`src/rtl/msg_entry_ctrl.sv`:
```
// Programming-mode front end: turns switch words + enter pulses into sequential BRAM port-A writes.
// Latency: write issued the cycle after enter; msg_len updates at the end of the one-cycle COMMIT state.
// No backpressure: enters past capacity are dropped and flagged with an overflow pulse.
module msg_entry_ctrl #(
    parameter int DEPTH = 16,
    parameter int AW    = 4
) (
    input  logic          clk,
    input  logic          reset,
    input  logic          prog,
    input  logic          enter,
    input  logic          clear,
    input  logic [15:0]   sw,
    output logic          wr_en,
    output logic [AW-1:0] wr_addr,
    output logic [15:0]   wr_data,
    output logic [AW:0]   msg_len,
    output logic          entry_active,
    output logic          full,
    output logic          done,
    output logic          overflow,
    output logic [15:0]   led
);

    typedef enum logic [1:0] {
        S_IDLE   = 2'd0,
        S_ENTRY  = 2'd1,
        S_COMMIT = 2'd2
    } state_t;

    state_t      state;
    state_t      state_nxt;
    logic        prog_q;
    logic [AW:0] cnt;
    logic        prog_rise;
    logic        cnt_full;
    logic        accept;

    assign prog_rise = prog & ~prog_q;
    assign cnt_full  = (cnt == (AW+1)'(DEPTH));
    // An enter in the cycle prog drops is still taken, since we are still in ENTRY.
    assign accept    = (state == S_ENTRY) && enter && !cnt_full;

    always_ff @(posedge clk) begin
        if (reset) begin
            state <= S_IDLE;
        end else begin
            state <= state_nxt;
        end
    end

    always_comb begin
        state_nxt = state;
        case (state)
            S_IDLE:   if (prog_rise) state_nxt = S_ENTRY;
            S_ENTRY:  if (!prog)     state_nxt = S_COMMIT;
            S_COMMIT: state_nxt = S_IDLE;
            default:  state_nxt = S_IDLE;
        endcase
    end

    always_comb begin
        entry_active = (state == S_ENTRY);
        full         = (state == S_ENTRY) && cnt_full;
        done         = (state == S_COMMIT) && (cnt != '0);
        for (int i = 0; i < 16; i++) begin
            led[i] = (state == S_ENTRY) && (i < int'(cnt));
        end
    end

    always_ff @(posedge clk) begin
        if (reset) begin
            prog_q   <= 1'b1;
            cnt      <= '0;
            msg_len  <= '0;
            wr_en    <= 1'b0;
            wr_addr  <= '0;
            wr_data  <= '0;
            overflow <= 1'b0;
        end else begin
            prog_q   <= prog;
            wr_en    <= accept;
            overflow <= (state == S_ENTRY) && enter && cnt_full;
            if (accept) begin
                wr_addr <= cnt[AW-1:0];
                wr_data <= sw;
            end
            if ((state == S_IDLE) && prog_rise) begin
                cnt <= '0;
            end else if (accept) begin
                cnt <= cnt + 1'b1;
            end
            // An empty session leaves the previous message in place.
            if ((state == S_IDLE) && clear) begin
                msg_len <= '0;
            end else if ((state == S_COMMIT) && (cnt != '0)) begin
                msg_len <= cnt;
            end
        end
    end

endmodule

```
`config.mk`:
```
export PLATFORM = sky130hd
export DESIGN_NAME = msg_entry_ctrl
export DESIGN_NICKNAME = d
export VERILOG_FILES = /design/src/rtl/msg_entry_ctrl.sv
export SDC_FILE = /design/constraint.sdc
export NUM_CORES = 1
export LEC_CHECK = 0
export ABC_AREA = 1
export ABC_CLOCK_PERIOD_IN_PS = 3600
export CORE_UTILIZATION = 45
export DETAILED_ROUTE_END_ITERATION = 8
export PLACE_DENSITY_LB_ADDON = 0.05
export RECOVER_POWER = 25
export SYNTH_ARGS = -nofsm -noshare
export SYNTH_HDL_FRONTEND = slang
export SYNTH_SLANG_ARGS = --single-unit
```
`constraint.sdc`:
```
create_clock -name clk -period 3.6 [get_ports clk]
set_clock_uncertainty 0.05 [all_clocks]
set_input_delay 0.72 -clock clk [delete_from_list [all_inputs] [get_ports clk]]
set_output_delay 0.72 -clock clk [all_outputs]
set_load 0.02 [all_outputs]
```
* After elaboration in Yosys (flattened, before gate mapping)
Cells that the tools add are included. Widths: inputs -> output; s select.
Cells by class: order comparisons 16, equal/unequal tests 5, mux-type cells 3, reductions and logical operators 29, bitwise logic cells 2, add/subtract/negate cells 1
Operators with widths (count):
- $lt 4x5->1 const A | 8
- $logic_and 1x1->1 | 23
- $lt 3x5->1 const A | 4
- $lt 1x5->1 const A | 2
- $lt 2x5->1 const A | 2
- $add 5x1->5 const B | 1
- $eq 5x5->1 const B | 1
- $reduce_bool 5->1 | 1
- $mux 2 | 2
- $ne 2x2->1 const B | 2
- $pmux 2 s2 | 1
- $reduce_or 2->1 | 2
- $eq 2x1->1 const B | 1
- $eq 2x2->1 const B | 1
- $logic_not 2->1 | 1
- $reduce_and 2->1 | 1
- $and 1x1->1 | 1
- $logic_not 1->1 | 1
- $not 1->1 | 1
Word-level totals: logic and storage cells 64, input bits 21, output and inout bits 46, flip-flop bits (word level) 35

* Logic depth before layout (Yosys ltp)
Gate-level depths: netlist of run 1.
depth after elaboration 4, depth in mapped cells 9, depth with buffers taken out 8

* Worst setup path after synthesis of run 1
No wires, ideal clock.
path type register to output, start register cnt[3], end output port led[10], path buffers 0, arrival time 1.412 ns, required time 2.830 ns, path slack 1.418 ns, stages on the path, launching flop included 5, cells stage by stage dfxtp_1 > nor2_1 > nor2_1 > o21ai_1 > nor2_1
Between the ends: cells in the longest elaborated chain, start to end 2
RTL lines:
- start, declared | RTL line 34 | logic [AW:0] cnt;
- start signal, assigned | RTL line 91 | cnt <= cnt + 1'b1;
- $lt 4x5->1 | RTL line 67 | led[i] = (state == S_ENTRY) && (i < int'(cnt));
- $logic_and 1x1->1 | RTL line 67
- end, declared | RTL line 22 | output logic [15:0] led
No other way between the ends.

* Worst setup path in the final report of run 1
start register cnt[0], end output port done
Between the ends: cells in the longest elaborated chain, start to end 2
RTL lines:
- $reduce_bool 5->1 | RTL line 65 | done = (state == S_COMMIT) && (cnt != '0);
- $logic_and 1x1->1 | RTL line 65
- end, declared | RTL line 20 | output logic done,
No other way between the ends.

==> results.yml, run 1 <==
outcome:
  status: "finished, final reports clean"
setup_path:
  crit_fanout: 8
  crit_slowest_cell: "clkdlybuf4s50_1"
  crit_required_ns: 2.83
  start_kind: "flip-flop"
  cp.buffers_inverters: 3
  cp_top_family: "buffers and inverters"
  critPathMaxStageDelay_ns: 0.63
  critical_path.endpoint_type: "primary output"
  path_cells: "clkinv_1, ha_1, nand3_1, nand2_1, inv_1, clkdlybuf4s50_1"
  crit_arrival_ns: 2.33
  crit_type: "flip-flop to primary output"
final_layout:
  nets: 306
  register_area_um2: 701
  drive_above_1_share_pct: 4.95
  finalNonFillerCells: 327
  area_growth_pct: 44.6
  fill_cells: 287
  multiInputGateArea_um2: 694
  design_area_mm2: 0.00224
  diodes: 0
power:
  power_density_mw_per_mm2: 305
  p_leak_nw: 0.863
  peakVddDrop_v: 0.000280
clock_network:
  ctsResizeCount: 0
  clkLatencyLatePin_ns: 0.34
  cts_tree: "yes"
  htreeDepth: 2
  cts_root_buf: "clkbuf_4"
  cts_made_buffers: 5
  cts_buffer_depth: 2
  cts_setup_buffers: 0
  clkSinkCount: 35
  postCtsHoldBufs: 0
  path_clk_slew_ns: 0.10
synth:
  syn-cell-area_mm2: 0.00155
  ys_seq_area_share_pct: 45.2
  synth-seq-cells: 35
  netlist_instances: 217
  synth_nets: 240
  ys_types: 26
  synth_area_per_cell_um2: 7.14
  yosysWarnings: 0
timing:
  fmax_mhz: 323
  slew_violations: 0
  rsz0062_at_grt: "no"
  setup_slack_ns: 0.500
  max_slew_margin_pct: 9.62
  period_share_pct: 86.1
  hold_viol_final: 0
  setup_viol: 0
  tns_ns: 0
  fin_crit_ns: 3.10
  tightest_slew_ns: 1.35
floorplanning:
  num_rows: 20
  core-area_mm2: 0.00315
  die_area_mm2: 0.00368
  die_h_um: 60.7
  boundaryPins: 67
  start_util_pct: 49.2
  die_width_um: 60.7
drt:
  routed_wl_um: 3750
  post-route-drc-count: 0
  avgRoutedWirePerCell_um: 11.5
  first_pass_iters: 4
  ant_nets: 0
  routed-via-count: 1586
  drt_iter0_drc: 81
  vias_per_cell: 4.85
place:
  placedCellCount: 320
  finalWeightedCongestion: 0.880
  hpwl_um: 2690
  port-buffer-count: 66
  place_area_mm2: 0.00221
  pre_cts_slack_ns: 0.930
min_path:
  hp-class: "flip-flop to flip-flop"
global_routing:
  grt_pass1_wl_um: 5900
  antenna_found_initial: 0
  grt_max_degree: 26
  track_usage_pct: 21.8
  overflow: 0
  grt_pass1_vias: 1367
flow_run:
  drv_cap: 0
-- cell usage after synthesis --
master | count | area, µm²
dfxtp_1 | 35 | 701
nor2_4 | 1 | 11.3
nor3_1 | 1 | 5.00
a21boi_1 | 1 | 7.51
nand3_1 | 12 | 60.1
inv_1 | 14 | 52.6
nand2_2 | 2 | 12.5
o31ai_1 | 2 | 15.0
inv_2 | 3 | 11.3
buf_6 | 4 | 45.0
buf_1 | 1 | 3.75
nor2_1 | 63 | 236
nand2_1 | 30 | 113
clkinv_1 | 3 | 11.3
nand3b_1 | 1 | 7.51
nand2_4 | 2 | 22.5
clkbuf_1 | 1 | 3.75
nor2_2 | 1 | 6.26
buf_2 | 1 | 5.00
nand4_1 | 3 | 18.8
ha_1 | 2 | 25.0
o21ai_1 | 4 | 20.0
o21ai_0 | 19 | 95.1
a21oi_1 | 9 | 45.0
nand3_2 | 1 | 10.0
or2_2 | 1 | 6.26
-- layer usage --
metal	vias up	share of wire, %	routed length (µm)	global-route usage [%]
met5	-	0	0	0
met4	0	1.9	70	9.74
met3	8	6.8	255	6.40
met2	62	46	1740	35.5
met1	699	45	1680	26.8
li1	817	-	-	-
-- power by group --
| part | internal, mW | total [mW] | switching [mW] |
|---|---|---|---|
| Clock | 0.0904 | 0.213 | 0.123 |
| Sequential | 0.394 | 0.398 | 0.00393 |
| Combinational | 0.0376 | 0.0716 | 0.0340 |
-- worst paths after layout --
path         startpoint          to  slack (ns)  cells past startpoint
max              cnt[0]        done        0.50                      6
min          msg_len[4]  msg_len[4]        0.43                      2
max reg2reg      cnt[0]      cnt[3]        1.10                      7
min reg2reg  msg_len[4]  msg_len[4]        0.43                      2
-- logic make-up after synthesis --
family / after synthesis / share of synthesized area, %
AND/OR/NAND/NOR: 118 / 32.8
AO/OA/AOI/OAI: 35 / 11.8
flip-flops: 35 / 45.2
buffers and inverters: 27 / 8.55
adder cells (fa/ha/maj): 2 / 1.61
-- per-stage QoR --
step                hold WS [ns]  power [mW]  util (%)
floorplan                  0.434       0.441         -
global placement           0.405       0.478      70.0
detailed placement         0.409       0.479      70.0
CTS                        0.430       0.689      71.8
global route               0.455       0.715      71.1
finish                     0.429       0.683      71.1
-- layout make-up --
| cell class | instances | area share, % |
|---|---|---|
| multi-input cells | 155 | 31.0 |
| well taps | 44 | 2.46 |
| clock inverters | 1 | 0.223 |
| repair buffers | 66 | 29.5 |
| flip-flops and latches | 35 | 31.3 |
| clock buffers | 6 | 2.29 |
| inverters | 20 | 3.35 |
-- flip-flops by register name, summed over array words and instances (netlist names) --
register  cells
wr_addr       4
msg_len       5
prog_q        1
wr_data      16
cnt           5
overflow      1
wr_en         1
state         2
-- worst min-delay path, cell delays in order, from the launching register on --
cell	delay, ns
dfxtp_1	0.33
nor2_1	0.05
nor2_1	0.07
-- cells in the final DEF (no fill, tap or decap), types with 3 or more instances in the layout --
cell type and n:
a21oi_1 9, o21ai_0 19, nand2_1 32, nand4_1 3, clkdlybuf4s50_1 64, inv_1 15, dfxtp_1 35, nand3_1 12
o21ai_1 4, clkbuf_4 5, nor2_1 64, clkinv_1 3
Power figures use the tool's default switching activity.
==> run 2: changes to the inputs <==
--- a/config.mk
+++ b/config.mk
@@ -13,2 +13,3 @@
 export RECOVER_POWER = 25
+export SETUP_SLACK_MARGIN = 0.1
 export SYNTH_ARGS = -nofsm -noshare
--- a/constraint.sdc
+++ b/constraint.sdc
@@ -4,2 +4,2 @@
 set_output_delay 0.72 -clock clk [all_outputs]
-set_load 0.02 [all_outputs]
+set_load 0.005 [all_outputs]
==> run 2 against run 1 <==
Compared with the run above:
- hold slack worse by 0.00069 ns
- via count down 1.7%
- critical path depth unchanged
- critical path type unchanged
- highest routed layer unchanged
==> results.yml, run 2 (synthesis gave the netlist of run 1 again) <==
clock_network:
  ctsResizeCount: 0
  cts_made_buffers: 5
  clkSinkCount: 35
  htreeDepth: 2
  cts_buffer_depth: 2
  path_clk_slew_ns: 0.10
  cts_setup_buffers: 0
  clkLatencyLatePin_ns: 0.32
  postCtsHoldBufs: 0
  cts_root_buf: "clkbuf_4"
  cts_tree: "yes"
drt:
  first_pass_iters: 4
  routed_wl_um: 3660
  drt_iter0_drc: 61
  avgRoutedWirePerCell_um: 11.2
  routed-via-count: 1559
  ant_nets: 0
  post-route-drc-count: 0
  vias_per_cell: 4.78
final_layout:
  largest_register: "wr_data"
  area_growth_pct: 43.7
  nets: 306
  drive_above_1_share_pct: 4.26
  layout_commonest_cell: "nor2_1"
  reg.largest.list: "wr_data x16, cnt x5, msg_len x5"
  diodes: 0
  finalNonFillerCells: 326
  final_cell_mix: "64 x nor2_1, 57 x clkdlybuf4s50_1, 35 x dfxtp_1"
  largest_reg_flops: 16
min_path:
  hp-class: "flip-flop to flip-flop"
  hp-start: "msg_len[2]"
  whs_path_depth: 2
  min_to: "msg_len[2]"
timing:
  rsz0062_at_grt: "no"
  tns_ns: 0
  setup_viol: 0
  slew_violations: 0
  tightest_slew_ns: 1.31
  max_slew_margin_pct: 12.3
  hold_viol_final: 0
  period_share_pct: 82.1
  fin_crit_ns: 2.95
  fmax_mhz: 338
setup_path:
  r2r_end: "cnt[1]"
  start_kind: "flip-flop"
  crit_required_ns: 2.83
  crit_type: "flip-flop to primary output"
  worst-r2r-cell-count: 7
  r2r_slack_ns: 1.13
  crit_arrival_ns: 2.18
  crit_start: "cnt[0]"
  crit_fanout: 8
  critical_path.endpoint_type: "primary output"
  r2r_start: "cnt[0]"
global_routing:
  grt_pass1_wl_um: 5930
  overflow: 0
  track_usage_pct: 21.5
  grt_pass1_vias: 1358
  grt_max_degree: 26
  antenna_found_initial: 0
floorplanning:
  start_util_pct: 49.2
  die_area_mm2: 0.00368
  die_width_um: 60.7
  core-area_mm2: 0.00315
  boundaryPins: 67
  die_h_um: 60.7
  num_rows: 20
flow_run:
  drv_cap: 0
place:
  hpwl_um: 2760
  finalWeightedCongestion: 0.922
  port-buffer-count: 66
  placedCellCount: 320
power:
  total_power_mw: 0.649
  p_leak_nw: 0.877
  peakVddDrop_v: 0.000266
  power_density_mw_per_mm2: 291
outcome:
  status: "finished, final reports clean"
[run 2: worst max-delay path by stage]
| stage | endpoint | depth (start not counted) | slack (ns) |
|---|---|---|---|
| finish | done | 6 | 0.65 |
| floorplan | full | 6 | 1.68 |
| CTS | done | 6 | 0.70 |
| detailed placement | done | 6 | 1.06 |
| global placement | done | 6 | 1.09 |
| global route | done | 6 | 0.42 |
[run 2: layout make-up]
type                       count  area [µm²]
inverter                      20        75.1
clock buffer                   6        41.3
tap                           44        55.1
multi-input combinational    155         694
sequential                    35         701
fill                         285         926
timing repair buffer          66         661
[run 2: stage by stage]
step / instance area [µm²] / utilization [%] / hold WS (ns) / setup slack, ns
final: 2230 / 70.6 / 0.428 / 0.645
after global routing: 2230 / 70.6 / 0.448 / 0.424
after CTS: 2250 / 71.3 / 0.427 / 0.696
after floorplan: 1550 / - / 0.406 / 1.68
after detailed placement: 2210 / 70.0 / 0.415 / 1.06
after global placement: 2210 / 70.0 / 0.405 / 1.09
[run 2: layer usage]
metal  routed length [µm]  global-route usage (%)  share of wire, %  vias to the layer above
li1                     -                       -                 -                      819
met1                 1710                    27.6                47                      692
met2                 1690                    35.8                46                       43
met3                  237                    6.61               6.5                        5
met4                   28                    4.87              0.76                        0
met5                    0                       0                 0                        -
[run 2: report_power, final]
| part | total, mW | switching (mW) | leakage [nW] | internal [mW] |
|---|---|---|---|---|
| logic | 0.0635 | 0.0264 | 0.570 | 0.0371 |
| clock network | 0.187 | 0.118 | 0.0242 | 0.0695 |
| registers | 0.398 | 0.00387 | 0.283 | 0.394 |
[run 2: critical path, cell delays in order (launching register included)]
cell and delay (ns):
dfxtp_1 0.43, clkinv_1 0.24, ha_1 0.28, nand3_1 0.16, nand2_1 0.10, inv_1 0.14, clkdlybuf4s50_1 0.52
